File: src/rtl/pixel_writer.sv
// pixel_writer: debounced button/switch control that paints or clears a
// GRID_W x GRID_H pixel RAM through a single registered write port.
module pixel_writer #(
    parameter int GRID_W     = 8,
    parameter int GRID_H     = 8,
    parameter int ADDR_W     = 6,
    parameter int DEB_CYCLES = 250000
) (
    input  logic              clk,
    input  logic              rst,
    input  logic [2:0]        btn,
    input  logic              switch,
    input  logic [7:0]        color,
    output logic              wr_en,
    output logic [ADDR_W-1:0] wr_addr,
    output logic [7:0]        wr_data,
    output logic [9:0]        cursor_x,
    output logic [9:0]        cursor_y,
    output logic              busy
);
    localparam int CW = $clog2(DEB_CYCLES);
    localparam logic [CW-1:0]     DMAX = CW'(DEB_CYCLES - 1);
    localparam logic [9:0]        XMAX = 10'(GRID_W - 1);
    localparam logic [9:0]        YMAX = 10'(GRID_H - 1);
    localparam logic [ADDR_W-1:0] LAST = ADDR_W'(GRID_W * GRID_H - 1);

    typedef enum logic [1:0] {IDLE, PAINT, CLEAR} state_t;

    state_t            state, state_n;
    logic [3:0]        sync1, sync2, deb, ev;
    logic [CW-1:0]     cnt [4];
    logic              wr_en_n, busy_n;
    logic [ADDR_W-1:0] addr_n;
    logic [7:0]        data_n;
    logic [9:0]        x_n, y_n;

    // Bit order {switch, paint, down, right}; a level flips after DEB_CYCLES disagreeing cycles.
    always_ff @(posedge clk or negedge rst) begin
        if (!rst) begin
            sync1 <= '0;
            sync2 <= '0;
            deb   <= '0;
            for (int k = 0; k < 4; k++) cnt[k] <= '0;
        end else begin
            sync1 <= {switch, btn};
            sync2 <= sync1;
            for (int k = 0; k < 4; k++) begin
                if (sync2[k] == deb[k]) cnt[k] <= '0;
                else if (cnt[k] == DMAX) begin
                    cnt[k] <= '0;
                    deb[k] <= sync2[k];
                end else cnt[k] <= cnt[k] + CW'(1);
            end
        end
    end

    // Event fires on the cycle whose edge will raise the debounced level.
    always_comb begin
        for (int k = 0; k < 4; k++) ev[k] = sync2[k] & ~deb[k] & (cnt[k] == DMAX);
    end

    always_comb begin
        state_n = state;
        wr_en_n = 1'b0;
        addr_n  = wr_addr;
        data_n  = wr_data;
        x_n     = cursor_x;
        y_n     = cursor_y;
        case (state)
            IDLE: begin
                if (ev[0]) begin
                    x_n = (cursor_x == XMAX) ? '0 : cursor_x + 10'd1;
                    y_n = (cursor_x != XMAX) ? cursor_y : (cursor_y == YMAX) ? '0 : cursor_y + 10'd1;
                end
                if (ev[1]) y_n = (y_n == YMAX) ? '0 : y_n + 10'd1;
                if (ev[3]) begin
                    state_n = CLEAR;
                    wr_en_n = 1'b1;
                    addr_n  = '0;
                    data_n  = '0;
                end else if (ev[2]) begin
                    state_n = PAINT;
                    wr_en_n = 1'b1;
                    addr_n  = ADDR_W'(cursor_y * GRID_W + cursor_x);
                    data_n  = color;
                end
            end
            PAINT: state_n = IDLE;
            CLEAR: begin
                state_n = (wr_addr == LAST) ? IDLE : CLEAR;
                wr_en_n = (wr_addr != LAST);
                addr_n  = (wr_addr == LAST) ? wr_addr : wr_addr + ADDR_W'(1);
            end
            default: state_n = IDLE;
        endcase
        busy_n = (state_n != IDLE);
    end

    always_ff @(posedge clk or negedge rst) begin
        if (!rst) begin
            state    <= IDLE;
            wr_en    <= 1'b0;
            wr_addr  <= '0;
            wr_data  <= '0;
            cursor_x <= '0;
            cursor_y <= '0;
            busy     <= 1'b0;
        end else begin
            state    <= state_n;
            wr_en    <= wr_en_n;
            wr_addr  <= addr_n;
            wr_data  <= data_n;
            cursor_x <= x_n;
            cursor_y <= y_n;
            busy     <= busy_n;
        end
    end
endmodule

File: config.mk
export PLATFORM = sky130hd
export DESIGN_NAME = pixel_writer
export DESIGN_NICKNAME = d
export VERILOG_FILES = /design/src/rtl/pixel_writer.sv
export SDC_FILE = /design/constraint.sdc
export NUM_CORES = 1
export LEC_CHECK = 0
export BUFFER_PORTS_ARGS = -buffer_cell sky130_fd_sc_hd__buf_2
export CAP_MARGIN = 25
export CORE_ASPECT_RATIO = 1.5
export CORE_MARGIN = 4
export CORE_UTILIZATION = 50
export CTS_BUF_LIST = sky130_fd_sc_hd__clkbuf_4 sky130_fd_sc_hd__clkbuf_8 sky130_fd_sc_hd__clkbuf_16
export CTS_CLUSTER_SIZE = 24
export DETAILED_ROUTE_END_ITERATION = 8
export GPL_TIMING_DRIVEN = 0
export MAX_ROUTING_LAYER = met4
export PLACE_DENSITY = 0.68
export SLEW_MARGIN = 20
export SYNTH_ARGS = -nofsm -noshare
export SYNTH_HDL_FRONTEND = slang
export SYNTH_SLANG_ARGS = --single-unit
File: constraint.sdc
create_clock -name clk -period 3.81 [get_ports clk]
set_input_delay 0.1905 -clock clk [delete_from_list [all_inputs] [get_ports clk]]
set_output_delay 0.1905 -clock clk [all_outputs]
set_load 0.005 [all_outputs]
==> metrics.json, run 1 <==
{
  "fp.dieArea": {"value": 14250, "unit": "um^2"},
  "maxCapViolCount": {"value": 0},
  "end_kind": {"value": "register"},
  "ys.warnings.count": {"value": 0},
  "most_used_cells_in_the_layout_excluding_fill_and_tap_cells": {"value": "122 x sky130_fd_sc_hd__dfrtp_1, 100 x sky130_fd_sc_hd__nor2_1, 69 x sky130_fd_sc_hd__nand2_1"},
  "critical-path-max-stage-delay": {"value": 0.48, "unit": "ns"},
  "startpoint_to_endpoint_class_of_the_critical_path": {"value": "reg2reg"},
  "min-delay-path-class": {"value": "in2async"},
  "clock_tree.htree_level_count": {"value": 4},
  "cts_root_buf": {"value": "sky130_fd_sc_hd__clkbuf_16"},
  "synth-adder-area-share": {"value": 2.954, "unit": "%"},
  "antenna_found_initial": {"value": 0},
  "clk_path_buf_depth": {"value": 2},
  "seq_area_frac_synth": {"value": 49.36, "unit": "%"},
  "first_pass_iters": {"value": 4},
  "drt_drc_violations_left": {"value": 0},
  "via_per_inst": {"value": 5.432},
  "vias": {"value": 4845},
  "grt_pass1_wl": {"value": 22980, "unit": "um"},
  "clock_latency_on_the_worst_skew_pair": {"value": 0.41, "unit": "ns"},
  "layout.nets": {"value": 753},
  "yosys.area_share.simple": {"value": 28.10, "unit": "%"},
  "global_route.overflow_total": {"value": 0},
  "yosysTopAreaCellShare": {"value": 49.36, "unit": "%"},
  "path_delay_family": {"value": "simple AND/OR/NAND/NOR gates"},
  "tightest_slew": {"value": 0.5878, "unit": "ns"},
  "horizontal_die_dimension": {"value": 98.81, "unit": "um"},
  "regToRegEndpoint": {"value": "cursor_y[3]$_DFFE_PN0P_"},
  "wirelength_met1": {"value": 5454, "unit": "um"},
  "grt_start_max_net_pins": {"value": 71},
  "post_cts.repair.setup_buffers": {"value": 0},
  "chipHeight": {"value": 144.2, "unit": "um"},
  "drive_above_1_share": {"value": 14.50, "unit": "%"},
  "timing.critical_path.slowest_stage_cell": {"value": "sky130_fd_sc_hd__or4_1"},
  "post-dp-hpwl": {"value": 9427, "unit": "um"},
  "rows": {"value": 49},
  "yosysTopAreaCell": {"value": "sky130_fd_sc_hd__dfrtp_1"},
  "crit_required": {"value": 4.10, "unit": "ns"},
  "result_of_the_run": {"value": "finished clean"},
  "muxShareOfSynthArea": {"value": 0.8901, "unit": "%"},
  "main_combinational_cell_family_by_area_after_synthesis": {"value": "simple AND/OR/NAND/NOR gates"},
  "wl_met3": {"value": 430, "unit": "um"},
  "grt.total_usage": {"value": 20.42, "unit": "%"},
  "start_util": {"value": 51.21, "unit": "%"},
  "final_hold_viol_count": {"value": 0},
  "synth_cell_type_count": {"value": 49},
  "filler_cell_count": {"value": 1006},
  "power_density": {"value": 401.1, "unit": "nW/um^2"},
  "final.setup_skew": {"value": 0.01247, "unit": "ns"},
  "final.setup.tns": {"value": 0, "unit": "ns"},
  "clkTransAtPathRegs": {"value": 0.05, "unit": "ns"},
  "setup.reg_to_reg.worst_slack": {"value": 0.35, "unit": "ns"},
  "grt_pass1_vias": {"value": 5019},
  "complex_gate_fraction_of_the_synthesized_area": {"value": 4.410, "unit": "%"},
  "total_leakage_power": {"value": 3.268, "unit": "nW"},
  "numCtsBuffers": {"value": 17},
  "final_max_slew_viol_count": {"value": 0},
  "finalSetupViolCount": {"value": 0},
  "worst_path_most_repeated_cell": {"value": "sky130_fd_sc_hd__nand2_1"},
  "met2_length": {"value": 7016, "unit": "um"},
  "worst_r2r_path_depth": {"value": 12},
  "crit_arrival": {"value": 3.75, "unit": "ns"},
  "period_share": {"value": 90.86, "unit": "%"},
  "post_synth.cell_area_avg": {"value": 9.618, "unit": "um^2"},
  "synthCells": {"value": 643},
  "tritoncts_clock_tree": {"value": "done"},
  "numPortBuffers": {"value": 49},
  "rsz0062_at_grt": {"value": "false"},
  "highest_layer": {"value": "met4"},
  "timing.slew.headroom": {"value": 60.45, "unit": "%"},
  "synth_flop_cell": {"value": "sky130_fd_sc_hd__dfrtp_1"},
  "regToRegStartpoint": {"value": "cursor_x[6]$_DFFE_PN0P_"},
  "post_layout_instance_area": {"value": 7372, "unit": "um^2"},
  "clock_sink_count": {"value": 122},
  "drt_first_iter_violations": {"value": 147},
  "ant_nets": {"value": 0},
  "post_synth_xor_xnor_area": {"value": 12.04, "unit": "%"},
  "worst_setup_path_start_kind": {"value": "register"},
  "critical_path_peak_fanout": {"value": 10},
  "timing.fmax": {"value": 0.2889, "unit": "GHz"},
  "synth_enable_flop_cells": {"value": 0},
  "syn_nets": {"value": 671},
  "gp_congestion": {"value": 0.8849},
  "area_growth": {"value": 19.20, "unit": "%"},
  "critical_path_buf_inv_count": {"value": 1},
  "synth_area": {"value": 6185, "unit": "um^2"},
  "drt-wirelength-per-cell": {"value": 14.79, "unit": "um"},
  "post_dp_area": {"value": 6655, "unit": "um^2"},
  "cp_cell_sequence": {"value": "nor4_4 > nand4_4 > nand4bb_1 > clkbuf_2 > or3_1 > nand2_1 > ha_1 > nor4b_1 > nand2_1 > or4_1 > o211ai_1 > nand2_1"},
  "ioPinCount": {"value": 50},
  "layout_commonest_cell": {"value": "sky130_fd_sc_hd__dfrtp_1"},
  "register_bit_count_reported_by_yosys": {"value": 122},
  "final_period_minus_worst_setup_slack": {"value": 3.462, "unit": "ns"},
  "yosys-top-cells-area": {"value": "sky130_fd_sc_hd__dfrtp_1 49%, sky130_fd_sc_hd__xnor2_1 6.9%, sky130_fd_sc_hd__nor2_1 6.1%"},
  "async_flop_share": {"value": 100.0, "unit": "%"},
  "launch_point_of_the_worst_path": {"value": "cursor_x[6]$_DFFE_PN0P_"},
  "fp.coreArea": {"value": 12080, "unit": "um^2"},
  "route.final.wire_length": {"value": 13200, "unit": "um"},
  "ir_worst_vdd": {"value": 0.3146, "unit": "mV"}
}
cell usage after synthesis (2+ instances only):
cell type / count
sky130_fd_sc_hd__dfrtp_1: 122
sky130_fd_sc_hd__nor2b_1: 8
sky130_fd_sc_hd__nor4b_2: 2
sky130_fd_sc_hd__nor4_2: 3
sky130_fd_sc_hd__nand3b_1: 2
sky130_fd_sc_hd__o21ai_1: 3
sky130_fd_sc_hd__o21a_1: 2
sky130_fd_sc_hd__nand4_1: 9
sky130_fd_sc_hd__or4b_2: 3
sky130_fd_sc_hd__or4_1: 4
sky130_fd_sc_hd__and4_1: 4
sky130_fd_sc_hd__a21oi_1: 17
sky130_fd_sc_hd__and3_1: 23
sky130_fd_sc_hd__ha_1: 13
sky130_fd_sc_hd__nor3_1: 9
sky130_fd_sc_hd__xor2_1: 36
sky130_fd_sc_hd__inv_1: 18
sky130_fd_sc_hd__mux2_2: 4
sky130_fd_sc_hd__nor4b_1: 3
sky130_fd_sc_hd__a31oi_1: 2
sky130_fd_sc_hd__nor4_4: 2
sky130_fd_sc_hd__nand2_1: 69
sky130_fd_sc_hd__or2_2: 7
sky130_fd_sc_hd__clkbuf_1: 19
sky130_fd_sc_hd__nand3_1: 50
sky130_fd_sc_hd__and2_1: 5
sky130_fd_sc_hd__or3_1: 9
sky130_fd_sc_hd__nor2_1: 100
sky130_fd_sc_hd__nor4_1: 10
sky130_fd_sc_hd__o21ai_0: 12
sky130_fd_sc_hd__nand2b_1: 4
sky130_fd_sc_hd__a22o_1: 2
sky130_fd_sc_hd__xnor2_1: 49
sky130_fd_sc_hd__nand4b_1: 3
sequential cells by signal (all words and copies together), names as in the netlist:
name      cells
sync2         4
wr_addr       6
sync1         4
deb           4
wr_data       8
busy          1
cursor_x     10
cnt          72
cursor_y     10
wr_en         1
state         2
per-layer routing:
| metal | up-vias | track usage [%] |
|---|---|---|
| li1 | 2360 | - |
| met1 | 2361 | 23.07 |
| met2 | 94 | 34.95 |
| met3 | 30 | 4.585 |
| met4 | 0 | 8.417 |
| met5 | - | - |
final cells by class:
cell class	count	area [um^2]	share of cell area [%]
clock buffer	20	466.7	6.331
multi-input combinational	484	2993	40.60
buffer	19	72.57	0.9844
inverter	18	67.56	0.9165
antenna	1	2.502	0.03394
sequential	122	3053	41.41
clock inverter	12	116.4	1.578
tap	153	191.4	2.597
timing repair buffer	63	409.1	5.550
logic make-up (layout without fill, tap and decap cells):
logic type / Yosys count / in the layout
compound gates: 46 / 46
simple gates: 334 / 334
fa+ha+maj: 14 / 14
xor+xnor: 85 / 85
flops: 122 / 122
mux: 5 / 5
buf+inv: 37 / 132
other cells: 0 / 1
worst max path at each step:
stage,endpoint,depth (start not counted),slack [ns]
detailed placement,cursor_y[3]$_DFFE_PN0P_,12,0.34
global route,cursor_y[3]$_DFFE_PN0P_,12,0.02
finish,cursor_y[3]$_DFFE_PN0P_,12,0.35
global placement,cursor_y[3]$_DFFE_PN0P_,12,0.36
floorplan,cursor_y[3]$_DFFE_PN0P_,12,0.74
CTS,cursor_y[3]$_DFFE_PN0P_,12,0.30
power breakdown:
group / switching, mW / leakage [nW] / internal (mW) / total [mW]
Sequential: 0.00956 / 1.63 / 1.31 / 1.32
Combinational: 0.0537 / 1.35 / 0.0325 / 0.0862
Clock: 0.595 / 0.283 / 0.954 / 1.55
timing repair:
item | 4_1_cts | 5_1_grt
hold buffers | 13 | 0
hold endpoints to repair | 64 | 0
gates resized for setup | 0 | 2
endpoints found under the setup margin | 0 | 1
per-stage QoR:
| stage | hold slack, ns | cells | util [%] | worst slack (ns) | power [mW] |
|---|---|---|---|---|---|
| 6_report | 0.2914 | 892 | 61.04 | 0.3481 | 2.957 |
| 3_3_place_gp | 0.3001 | 845 | 54.82 | 0.3577 | 1.414 |
| 2_1_floorplan | -0.1051 | 643 | - | 0.7425 | 1.373 |
| 5_1_grt | 0.3368 | 891 | 61.02 | 0.01703 | 3.067 |
| 4_1_cts | 0.3057 | 891 | 61.01 | 0.2969 | 2.993 |
| 3_5_place_dp | 0.1742 | 846 | 55.10 | 0.3413 | 1.422 |
No activity file was read; power rests on OpenSTA's default activity.
==> run 2, diff against run 1 <==
Settings changed: RECOVER_POWER set to 50.
==> run 2 against run 1 <==
  * The run now ends with capacitance limit, slew limit left
  * Die area is the same
  * Sequential share of layout area increased by 0.11 points
  * Utilization fell by 0.17 points
  * Final area decreased by 0.27%
  * Highest routed layer unchanged
==> metrics.json, run 2 (synthesized netlist as in run 1, its figures left out) <==
{
  "clkTransAtPathRegs": {"value": 0.06, "unit": "ns"},
  "layout_commonest_cell": {"value": "sky130_fd_sc_hd__dfrtp_1"},
  "ioPinCount": {"value": 50},
  "clock_tree.htree_level_count": {"value": 4},
  "highest_layer": {"value": "met4"},
  "area_growth": {"value": 18.88, "unit": "%"},
  "gp_congestion": {"value": 0.8849},
  "final.setup_skew": {"value": 0.01273, "unit": "ns"},
  "clk_path_buf_depth": {"value": 2},
  "grt_start_max_net_pins": {"value": 71},
  "layout.area.seq": {"value": 3053, "unit": "um^2"},
  "timing.fmax": {"value": 0.2896, "unit": "GHz"},
  "total_leakage_power": {"value": 3.239, "unit": "nW"},
  "critical_path_peak_fanout": {"value": 10},
  "layout.nets": {"value": 753},
  "final_hold_viol_count": {"value": 0},
  "wirelength_met1": {"value": 5480, "unit": "um"},
  "most_used_cells_in_the_layout_excluding_fill_and_tap_cells": {"value": "122 x sky130_fd_sc_hd__dfrtp_1, 100 x sky130_fd_sc_hd__nor2_1, 69 x sky130_fd_sc_hd__nand2_1"},
  "first_pass_iters": {"value": 4},
  "route.final.wire_length": {"value": 13220, "unit": "um"},
  "ant_nets": {"value": 0},
  "fp.dieArea": {"value": 14250, "unit": "um^2"},
  "clock_sink_count": {"value": 122},
  "worst_r2r_path_depth": {"value": 12},
  "power_density": {"value": 402.3, "unit": "nW/um^2"},
  "number_of_flip_flops_in_the_largest_register": {"value": 72},
  "startpoint_to_endpoint_class_of_the_critical_path": {"value": "reg2reg"},
  "via_per_inst": {"value": 5.432},
  "timing.slew.headroom": {"value": -97.23, "unit": "%"},
  "filler_cell_count": {"value": 1012},
  "tightest_slew": {"value": 2.958, "unit": "ns"},
  "tritoncts_clock_tree": {"value": "done"},
  "maxCapViolCount": {"value": 1},
  "hold_depth": {"value": 0},
  "regMostFlops": {"value": "cnt"},
  "crit_arrival": {"value": 3.74, "unit": "ns"},
  "ir_worst_vdd": {"value": 0.3144, "unit": "mV"},
  "post_cts.repair.setup_buffers": {"value": 0},
  "cts_root_buf": {"value": "sky130_fd_sc_hd__clkbuf_16"},
  "vias": {"value": 4845},
  "rows": {"value": 49},
  "biggestRegsByFlops": {"value": "cnt: 72 flops, cursor_x: 10 flops, cursor_y: 10 flops"},
  "antenna_found_initial": {"value": 0},
  "wl_met3": {"value": 427, "unit": "um"},
  "worst_setup_path_start_kind": {"value": "register"},
  "post-dp-hpwl": {"value": 9427, "unit": "um"},
  "drt_drc_violations_left": {"value": 0},
  "numPortBuffers": {"value": 49},
  "chipHeight": {"value": 144.2, "unit": "um"},
  "period_share": {"value": 90.63, "unit": "%"},
  "final_period_minus_worst_setup_slack": {"value": 3.453, "unit": "ns"},
  "met2_length": {"value": 7002, "unit": "um"},
  "fp.coreArea": {"value": 12080, "unit": "um^2"},
  "crit_required": {"value": 4.10, "unit": "ns"},
  "finalSetupViolCount": {"value": 0},
  "numCtsBuffers": {"value": 17},
  "final.setup.tns": {"value": 0, "unit": "ns"},
  "grt_pass1_vias": {"value": 5019},
  "end_kind": {"value": "register"},
  "global_route.overflow_total": {"value": 0},
  "totalPowerFinal": {"value": 2.957, "unit": "mW"},
  "grt.total_usage": {"value": 20.42, "unit": "%"},
  "drt_first_iter_violations": {"value": 151},
  "rsz0062_at_grt": {"value": "false"},
  "result_of_the_run": {"value": "finished, violations left"},
  "multi_input_area": {"value": 2993, "unit": "um^2"},
  "start_util": {"value": 51.21, "unit": "%"},
  "violations": {"value": "capacitance limit, slew limit"},
  "clock_latency_on_the_worst_skew_pair": {"value": 0.41, "unit": "ns"},
  "drt-wirelength-per-cell": {"value": 14.82, "unit": "um"},
  "drive_above_1_share": {"value": 13.01, "unit": "%"},
  "grt_pass1_wl": {"value": 22980, "unit": "um"},
  "min-delay-path-class": {"value": "reg2reg"},
  "final_max_slew_viol_count": {"value": 53},
  "horizontal_die_dimension": {"value": 98.81, "unit": "um"}
}
run 2: timing repair:
action | 4_1_cts | 5_1_grt
setup endpoints to repair | 0 | 1
gates resized for setup | 0 | 2
hold buffers | 13 | 0
endpoints found under the hold margin | 64 | 0
run 2: per-stage QoR:
stage                     cell area (um^2)  utilization [%]  cells  hold WS, ns  setup slack (ns)
after detailed placement              6655            55.10    846       0.1742            0.3413
after global routing                  7350            60.85    891       0.3631           0.01703
after CTS                             7368            61.01    891       0.3057            0.2969
after global placement                6621            54.82    845       0.3001            0.3577
final                                 7352            60.87    892       0.3537            0.3569
after floorplan                       6185                -    643      -0.1051            0.7425
run 2: per-layer routing:
metal,up-vias,global-route usage (%)
met3,30,4.585
met1,2362,23.07
met4,0,8.417
met5,-,-
li1,2361,-
met2,92,34.95
run 2: worst max-delay path, cell delays in order, from the launching register on:
cell	delay (ns)
sky130_fd_sc_hd__dfrtp_1	0.46
sky130_fd_sc_hd__nor4_4	0.35
sky130_fd_sc_hd__nand4_4	0.22
sky130_fd_sc_hd__nand4bb_1	0.29
sky130_fd_sc_hd__clkbuf_2	0.23
sky130_fd_sc_hd__or3_1	0.37
sky130_fd_sc_hd__nand2_1	0.11
sky130_fd_sc_hd__ha_1	0.22
sky130_fd_sc_hd__nor4b_1	0.26
sky130_fd_sc_hd__nand2_1	0.09
sky130_fd_sc_hd__or4_1	0.47
sky130_fd_sc_hd__o211ai_1	0.20
sky130_fd_sc_hd__nand2_1	0.07
run 2: layout make-up:
class,count,share of cell area [%]
antenna,1,0.03404
sequential,122,41.52
clock inverter,12,1.583
inverter,18,0.9190
tap,153,2.604
clock buffer,20,6.348
timing repair buffer,63,5.293
multi-input combinational,484,40.71
buffer,19,0.9871
run 2: final timing paths:
kind / start / to / slack (ns)
hold reg to reg: sync1[1]$_DFF_PN0_ / sync2[1]$_DFF_PN0_ / 0.35
setup / recovery: cursor_x[6]$_DFFE_PN0P_ / cursor_y[3]$_DFFE_PN0P_ / 0.36
max in group asynchronous: rst / cnt[24]$_DFF_PN0_ / 0.84
hold / removal: sync1[1]$_DFF_PN0_ / sync2[1]$_DFF_PN0_ / 0.35
setup reg to reg: cursor_x[6]$_DFFE_PN0P_ / cursor_y[3]$_DFFE_PN0P_ / 0.36
min in group asynchronous: rst / cursor_y[9]$_DFFE_PN0P_ / 1.28
run 2: power by group:
| part | switching (mW) | internal (mW) | total, mW |
|---|---|---|---|
| Sequential | 0.00958 | 1.31 | 1.32 |
| Combinational | 0.0536 | 0.0321 | 0.0857 |
| Clock | 0.597 | 0.954 | 1.55 |
